[src/rtl/sap_1_fetch_controller.sv]
// rtl/sap_1_fetch_controller.sv - SAP-1 fetch/sequence controller with T1-T6 ring counter
module sap_1_fetch_controller #(
  parameter logic [3:0] PC_RESET   = 4'h0,
  parameter logic [3:0] HLT_OPCODE = 4'hF
) (
  input  logic       CLK,
  input  logic       CLRbar,
  input  logic [7:0] rom_data_in,
  output logic [3:0] mem_addr,
  output logic       CEbar,
  output logic [7:0] ir_out,
  output logic [3:0] pc_out,
  output logic [2:0] state_out,
  output logic       load_a,
  output logic       load_b,
  output logic       alu_sub,
  output logic       alu_en,
  output logic       acc_en,
  output logic       load_out,
  output logic       halted
);

  localparam logic [2:0] ST_T1   = 3'd0;
  localparam logic [2:0] ST_T2   = 3'd1;
  localparam logic [2:0] ST_T3   = 3'd2;
  localparam logic [2:0] ST_T4   = 3'd3;
  localparam logic [2:0] ST_T5   = 3'd4;
  localparam logic [2:0] ST_T6   = 3'd5;
  localparam logic [2:0] ST_HALT = 3'd6;

  localparam logic [3:0] OP_LDA = 4'h0;
  localparam logic [3:0] OP_ADD = 4'h1;
  localparam logic [3:0] OP_SUB = 4'h2;
  localparam logic [3:0] OP_OUT = 4'hE;

  logic [2:0] state;
  logic [3:0] pc;
  logic [3:0] mar;
  logic [7:0] ir;
  logic [3:0] opcode;
  logic       is_hlt;
  logic       is_mem_op;

  assign opcode    = ir[7:4];
  // HLT is checked first so a HLT_OPCODE override shadows any other decode
  assign is_hlt    = (opcode == HLT_OPCODE);
  assign is_mem_op = !is_hlt && (opcode == OP_LDA || opcode == OP_ADD || opcode == OP_SUB);

  always_ff @(posedge CLK or negedge CLRbar) begin
    if (!CLRbar) begin
      state <= ST_T1;
      pc    <= PC_RESET;
      mar   <= 4'h0;
      ir    <= 8'h00;
    end else begin
      case (state)
        ST_T1: begin
          mar   <= pc;
          state <= ST_T2;
        end
        ST_T2: begin
          pc    <= pc + 4'd1;
          state <= ST_T3;
        end
        ST_T3: begin
          ir    <= rom_data_in;
          state <= ST_T4;
        end
        ST_T4: begin
          if (is_hlt) begin
            state <= ST_HALT;
          end else begin
            if (is_mem_op) mar <= ir[3:0];
            state <= ST_T5;
          end
        end
        ST_T5:   state <= ST_T6;
        ST_T6:   state <= ST_T1;
        ST_HALT: state <= ST_HALT;
        default: state <= ST_T1;
      endcase
    end
  end

  always_comb begin
    CEbar    = 1'b1;
    load_a   = 1'b0;
    load_b   = 1'b0;
    alu_sub  = 1'b0;
    alu_en   = 1'b0;
    acc_en   = 1'b0;
    load_out = 1'b0;
    case (state)
      ST_T3: CEbar = 1'b0;
      ST_T4: begin
        if (!is_hlt && opcode == OP_OUT) begin
          acc_en   = 1'b1;
          load_out = 1'b1;
        end
      end
      ST_T5: begin
        if (is_mem_op) begin
          CEbar  = 1'b0;
          load_a = (opcode == OP_LDA);
          load_b = (opcode != OP_LDA);
        end
      end
      ST_T6: begin
        if (is_mem_op && opcode != OP_LDA) begin
          alu_en  = 1'b1;
          load_a  = 1'b1;
          alu_sub = (opcode == OP_SUB);
        end
      end
      default: ;
    endcase
  end

  assign mem_addr  = mar;
  assign ir_out    = ir;
  assign pc_out    = pc;
  assign state_out = state;
  assign halted    = (state == ST_HALT);

endmodule

[config.mk]
export PLATFORM = sky130hd
export DESIGN_NAME = sap_1_fetch_controller
export DESIGN_NICKNAME = d
export VERILOG_FILES = /design/src/rtl/sap_1_fetch_controller.sv
export SDC_FILE = /design/constraint.sdc
export NUM_CORES = 1
export LEC_CHECK = 0
export CAP_MARGIN = 20
export CORE_MARGIN = 3
export CORE_UTILIZATION = 46
export DETAILED_ROUTE_END_ITERATION = 12
export MAX_ROUTING_LAYER = met4
export PLACE_DENSITY_LB_ADDON = 0.1
export SKIP_LAST_GASP = 1
export SYNTH_ARGS = -nofsm -noshare
export SYNTH_HDL_FRONTEND = slang
export SYNTH_SLANG_ARGS = --single-unit
[constraint.sdc]
create_clock -name CLK -period 2.8 [get_ports CLK]
set_input_delay 0.56 -clock CLK [delete_from_list [all_inputs] [get_ports CLK]]
set_output_delay 0.56 -clock CLK [all_outputs]
set_load 0.05 [all_outputs]
==> results.rst <==
.. list-table::
   :header-rows: 1

   * - Metric
     - Value
   * - First DRT Iteration DRCs
     - 6
   * - Area of the placeable core
     - 2000 sq um
   * - Fraction of final layout cells sized beyond drive strength 1
     - 0.202
   * - Master cell of the clock root buffer
     - clkbuf_4
   * - Commonest non-fill, non-tap cell in the layout
     - clkdlybuf4s50_1
   * - Number of global-route vias before repair
     - 805
   * - Number of clock sinks seen by CTS
     - 19
   * - Setup repair after global routing missed its margin
     - false
   * - Post-Synthesis Cell Area
     - 993 sq um
   * - Mean area per synthesized cell
     - 10.7 sq um
   * - First-pass iteration count of the detailed router
     - 4
   * - FF+latch area
     - 477 sq um
   * - Max-slew violation count
     - 0
   * - Total clock buffers created by CTS
     - 3
   * - TritonCTS clock tree
     - yes
   * - Maximum cell stage delay along the critical path
     - 0.83 ns
   * - Number of buffers added on ports
     - 36
   * - Area of the die
     - 2750 sq um
   * - Maximum number of pins on one net before global-route repair
     - 20
   * - Remaining antenna violation count
     - 0
   * - Critical Path, Cell by Cell
     - buf_4 > nor3b_4 > a31oi_1 > clkdlybuf4s50_1
   * - Clock insertion delay at the later pin of the skew report
     - 0.31 ns
   * - Number of fillers in the final layout
     - 171
   * - Result of the run
     - finished clean
   * - Clock slew seen by the registers of the worst setup and hold paths
     - 0.12 ns
   * - Maximum clock frequency
     - 0.376 GHz
   * - Routed length per placed instance
     - 13.8 microns
   * - Yosys warning total
     - 0
   * - Top cell type by total area after synthesis
     - dfrtp_1
   * - Initial core utilization
     - 0.496
   * - FF+latch count, synth
     - 19
   * - Count of boundary I/O pins
     - 37
   * - Share of synthesized area occupied by flip-flops and latches
     - 0.479
   * - Min-Delay Path Class
     - reg2reg
   * - Critical-path top delay cell
     - clkdlybuf4s50_1
   * - Setup Viol. Count Final
     - 0
   * - Final net count
     - 141
   * - Residual overflow from global routing
     - 0
   * - Yosys cell types
     - 29
   * - Combined global-route utilization of all metal layers
     - 0.186
   * - Relative max-transition margin
     - 0.437
   * - Setup Skew
     - 0.0135 ns
   * - Number of buffers inserted to repair setup after CTS
     - 0
   * - Number of DRC violations after detailed routing
     - 0
   * - Number of vias after detailed routing
     - 836
   * - Top-area cell type share of the netlist area
     - 0.479
   * - Area added between synthesis and finish
     - 39.8%
   * - Multi-input gate area in the final layout
     - 467 sq um
   * - TNS Setup
     - 0 ns
   * - Net Count, Synth
     - 104
   * - Post-detailed-routing wire length
     - 2.16 mm
   * - Wire length of the first global-routing pass
     - 3.64 mm
   * - Worst Setup End Kind
     - output pin
   * - Sum of net half-perimeters after detailed placement
     - 1.63 mm
   * - Average via count per standard cell
     - 5.36
   * - Hold Crit Depth
     - 1
   * - Commonest cells after routing, fill and taps aside
     - 31 x clkdlybuf4s50_1, 18 x dfrtp_1, 10 x nor3_1
   * - Row count
     - 16
   * - Class of the most critical setup path
     - reg2out
   * - RD Place Congestion
     - 0.804
   * - Maximum fanout along the worst path
     - 10
   * - Share of the clock period used by the worst path
     - 0.950
   * - H-tree Lvls
     - 1
   * - Transition at the pin with the smallest max-transition slack
     - 0.841 ns
   * - Diode insertion count for antenna repair
     - 0
   * - Arrival time at the worst endpoint
     - 2.10 ns
   * - Critical Path RT
     - 2.24 ns
   * - Startpoint class of the critical path
     - register
   * - Overall die width
     - 52.5 microns
   * - Largest cells by area after synthesis
     - dfrtp_1 48%, mux2_2 10%, nor3_1 5.5%
   * - Initial antenna violation count
     - 0
   * - Gate Count Post-Synth
     - 93
   * - CTS Hold Bufs
     - 0
   * - Number of max-cap violations
     - 0
   * - Bufs on Longest Clock Path
     - 2
   * - Number of hold-slack violations in the final timing report
     - 0
   * - Number of cell instances on the worst register-to-register path
     - 4
   * - Final critical delay including setup and external delays
     - 2.66 ns
   * - Height of the die
     - 52.5 microns
cell type report:
| type | count | share of cell area |
|---|---|---|
| flip-flops and latches | 19 | 0.343 |
| multi-input cells | 63 | 0.336 |
| repair buffers | 38 | 0.263 |
| well taps | 27 | 0.0243 |
| clock buffers | 3 | 0.0162 |
| inverters | 5 | 0.0135 |
| clock inverters | 1 | 0.00360 |
worst paths after layout:
| path | endpoint | slack [ns] | start |
|---|---|---|---|
| min in group asynchronous | ir_out[2] | 0.72 | CLRbar |
| max in group asynchronous | state_out[0] | 1.50 | CLRbar |
| setup / recovery | CEbar | 0.14 | state_out[2] |
| setup reg to reg | ir_out[7] | 1.25 | state_out[2] |
| hold / removal | pc_out[3] | 0.52 | pc_out[3] |
| hold reg to reg | pc_out[3] | 0.52 | pc_out[3] |
routing by layer:
layer	global-route usage	routed length (microns)
met4	0.0766	38
met1	0.233	960
met5	-	0
met2	0.295	1030
met3	0.0342	126
cell usage after synthesis (all sizes together):
cell,instances
and2,1
nand2b,2
or2,1
o21a,1
a221oi,1
inv,5
nor3b,3
buf,6
ha,1
nand4,2
nand3b,2
a211o,1
mux2,9
a21oi,1
xor2,3
xnor2,2
a31oi,2
dfrtp,19
a2111oi,4
nor2,9
nand2,6
nor3,11
o21ai,1
kinds of logic (layout without fill, tap and decap cells):
family / count (synthesis) / in the layout / share of synthesized area
and+or+nand+nor: 37 / 37 / 0.207
DFF: 19 / 19 / 0.479
buffers and inverters: 11 / 47 / 0.0567
AOI/OAI and AO/OA: 11 / 11 / 0.0995
xor gates and xnor gates: 5 / 5 / 0.0441
adders and majority gates: 1 / 1 / 0.0126
muxes: 9 / 9 / 0.102
through the flow:
stage,hold WS [ns],instances,setup slack [ns],instance area (sq um),utilization
2_1_floorplan,0.264,93,0.0656,998,-
3_3_place_gp,0.497,152,0.334,1360,0.681
3_5_place_dp,0.500,152,0.288,1360,0.681
4_1_cts,0.518,156,0.101,1390,0.693
5_1_grt,0.527,156,0.0302,1390,0.694
6_report,0.519,156,0.139,1390,0.694
worst max-delay path, delay by kind of cell (launching register included):
family,cells,cell delay (ns)
compound gates,1,0.18
buf+inv,2,1.04
flops,1,0.53
simple gates,1,0.05
state kept, by name, indices dropped and copies added, names as in the netlist:
signal	flops
ir_out	8
mem_addr	4
pc_out	4
state_out	3
timing repair:
| item | CTS | global route |
|---|---|---|
| setup endpoints to repair | 2 | 1 |
| resized for setup | 2 | 1 |
| pin swaps | 0 | 0 |
Power is left out: the tool's default activity adds up to more than one toggle a clock period on the data nets, which glitch-free logic cannot reach.
==> patch 1, RTL diff (config.mk and constraints unchanged) <==
Put one more register stage on the output `pc_out`, with the module's reset. The value now appears one clock later. The other outputs are not delayed to match.
--- a/src/rtl/sap_1_fetch_controller.sv
+++ b/src/rtl/sap_1_fetch_controller.sv
@@ -118,7 +118,13 @@
 
   assign mem_addr  = mar;
   assign ir_out    = ir;
-  assign pc_out    = pc;
+  always_ff @(posedge CLK or negedge CLRbar) begin
+    if (!CLRbar) begin
+      pc_out <= '0;
+    end else begin
+      pc_out <= pc;
+    end
+  end
   assign state_out = state;
   assign halted    = (state == ST_HALT);
 
Check against the original RTL: not equivalent (Yosys sat finds a counterexample within 4 cycles, from zero or initial values).
==> patch 1 against the original RTL <==
Cell count shrank 4.5%. Setup slack gained 24 ps. Routed wire length shrank 5.3%. Synthesized area grew 3.4%. Sequential cell count grew 4. Core utilization grew 0.11 points. Final area grew 2.2%. Fmax grew 0.93%. Critical path depth shrank 1. Count of clock-buffer cells in the layout is the same. Global-route usage shrank 1.5 points. Largest cell class unchanged.
Power is not shown: default switching activity piles up to over one toggle a cycle in this logic, so the estimate is an artifact.
==> patch 1: results (changes against the original RTL) <==
| Metric | Value |
|---|---|
| Capture instance of the worst register-to-register path | `ir_out[3]$_DFFE_PN0P_` |
| Worst reg2reg path depth | `3 (-1)` |
| Post-synthesis cell type count | `30 (+3.4%)` |
| Synth async-reset ratio | `100% (unchanged)` |
| Setup repair bufs after CTS | `0 (unchanged)` |
| Class of the tightest hold or removal check | `reg2reg` |
| Pin count of the biggest net entering global routing | `24 (+20%)` |
| Final antenna diode count | `0 (unchanged)` |
| Maximum fanout encountered on the critical timing path | `12 (+2)` |
| Number of vias per cell | `5.35 (-0.19%)` |
| Largest cells by area after synthesis | `dfrtp_1 56%, mux2_2 9.9%, o32ai_1 3.4%` |
| Worst Path Arrival | `2080 ps (-20 ps)` |
| Maximum clock insertion buffer count | `2 (unchanged)` |
| Run status | `completed` |
| Top post-synthesis cells by count | `23 x dfrtp_1, 9 x mux2_2, 6 x nor2_1, 5 x a21oi_1, 4 x o32ai_1` |
| HPWL after detailed placement | `1490 um (-8.3%)` |
| CTS sink count | `23 (+4)` |
| Number of flip-flops under the largest register name | `8 (unchanged)` |
| Fraction of layout cells with a size suffix above 1 | `20.5% (+0.34 points)` |
| Via count of the first global-routing pass | `724 (-10%)` |
| Wire length of the first global-routing pass | `3370 um (-7.4%)` |
| Number of buffers added by the clock tree synthesis step | `3 (unchanged)` |
| Final cell area excluding filler cells | `1420 sq um (+2.2%)` |
| Register area share after synthesis | `56.0% (+8.2 points)` |
| Number of antenna violations at the first check in global routing | `0 (unchanged)` |
| Crit path from | `state_out[1]$_DFF_PN0_` |
| Average wire per cell in the routed design | `13.7 um (-0.89%)` |
| Total GRT Usage | `17.1% (-1.5 points)` |
| First-iteration detailed-routing DRC count | `19 (+13)` |
| Number of levels the H-tree was split into | `1 (unchanged)` |
| Final Skew | `3.45 ps (-10.0 ps)` |
| Number of buffer cells added on primary ports | `36 (unchanged)` |
| Nets@finish | `134 (-5.0%)` |
| Critical Path End | `load_out` |
| Count of fill cells added during filler insertion | `161 (-5.8%)` |
| Detailed-router iteration count before antenna repair | `4 (unchanged)` |
| Transition time at the pin with the least slew margin | `511 ps (-330 ps)` |
| Clock-pin slew on the worst setup and hold paths | `120 ps (about the same)` |
| Reg-to-reg setup timing slack | `1190 ps (-60 ps)` |
| Syn nets | `97 (-6.7%)` |
| Worst-skew pair later-pin latency | `310 ps (about the same)` |
| Number of hold buffers added after CTS | `0 (unchanged)` |
| Number of warnings reported in the yosys synthesis log | `0 (unchanged)` |
| Cell at the root of the clock tree | `clkbuf_4` |
| Placer's final routability congestion estimate | `0.833 (+3.6%)` |
-- patch 1: cell types whose count changed after synthesis, moves of 2 or more --
cell | unedited run | this run
nand2_1 | 6 | 2
a21oi_1 | 1 | 5
o32ai_1 | 0 | 4
dfrtp_1 | 19 | 23
inv_1 | 5 | 2
a2111oi_1 | 3 | 0
or3_1 | 0 | 2
nor3_1 | 11 | 3
nor2_1 | 8 | 6
-- patch 1: critical path: stages (launching register included) --
cell             delay, ps
dfrtp_1                560
nand2b_1               170
nor4_2                 190
clkdlybuf4s50_1        850
-- patch 1: worst min-delay path by stage --
stage	start	end	slack, ps	cells past startpoint
after global routing	pc[3]$_DFFE_PN0P_	pc_out[3]$_DFF_PN0_	470	0
after global placement	pc[3]$_DFFE_PN0P_	pc_out[3]$_DFF_PN0_	420	0
after floorplan	CLRbar	ir_out[0]$_DFFE_PN0P_	260	0
final	pc[3]$_DFFE_PN0P_	pc_out[3]$_DFF_PN0_	440	0
after detailed placement	pc[3]$_DFFE_PN0P_	pc_out[3]$_DFF_PN0_	410	0
after CTS	pc[3]$_DFFE_PN0P_	pc_out[3]$_DFF_PN0_	440	0
-- patch 1: logic make-up (layout without fill, tap and decap cells) --
logic type / Yosys count / in the layout / share of synthesized area, %
mux: 9 / 9 / 9.87
xor+xnor: 5 / 5 / 4.26
simple gates: 25 / 25 / 14.1
buf+inv: 8 / 44 / 4.75
flops: 23 / 23 / 56.0
compound gates: 15 / 15 / 9.74
fa+ha+maj: 1 / 1 / 1.22
-- patch 1: per-layer routing --
metal,vias up,routed length (um),track usage [%]
met3,2,145,3.10
met4,0,9,7.66
li1,380,-,-
met1,388,910,20.8
met5,-,0,-
met2,27,976,27.6
-- patch 1: layout make-up --
type	count	share of cell area, %
timing repair buffer	38	25.7
multi-input combinational	55	28.8
clock inverter	1	0.353
tap	27	2.38
clock buffer	3	1.59
inverter	2	0.529
sequential	23	40.6
-- patch 1: metrics by stage --
stage	instances	setup slack (ps)
6_report	149	164
5_1_grt	149	25.4
4_1_cts	149	129
3_5_place_dp	145	497
3_3_place_gp	145	538
2_1_floorplan	86	-246
-- patch 1: timing repair --
| action | CTS | global route |
|---|---|---|
| resized for setup | 0 | 1 |
| setup endpoints to repair | 0 | 1 |
| endpoints found under the hold margin | 0 | 0 |
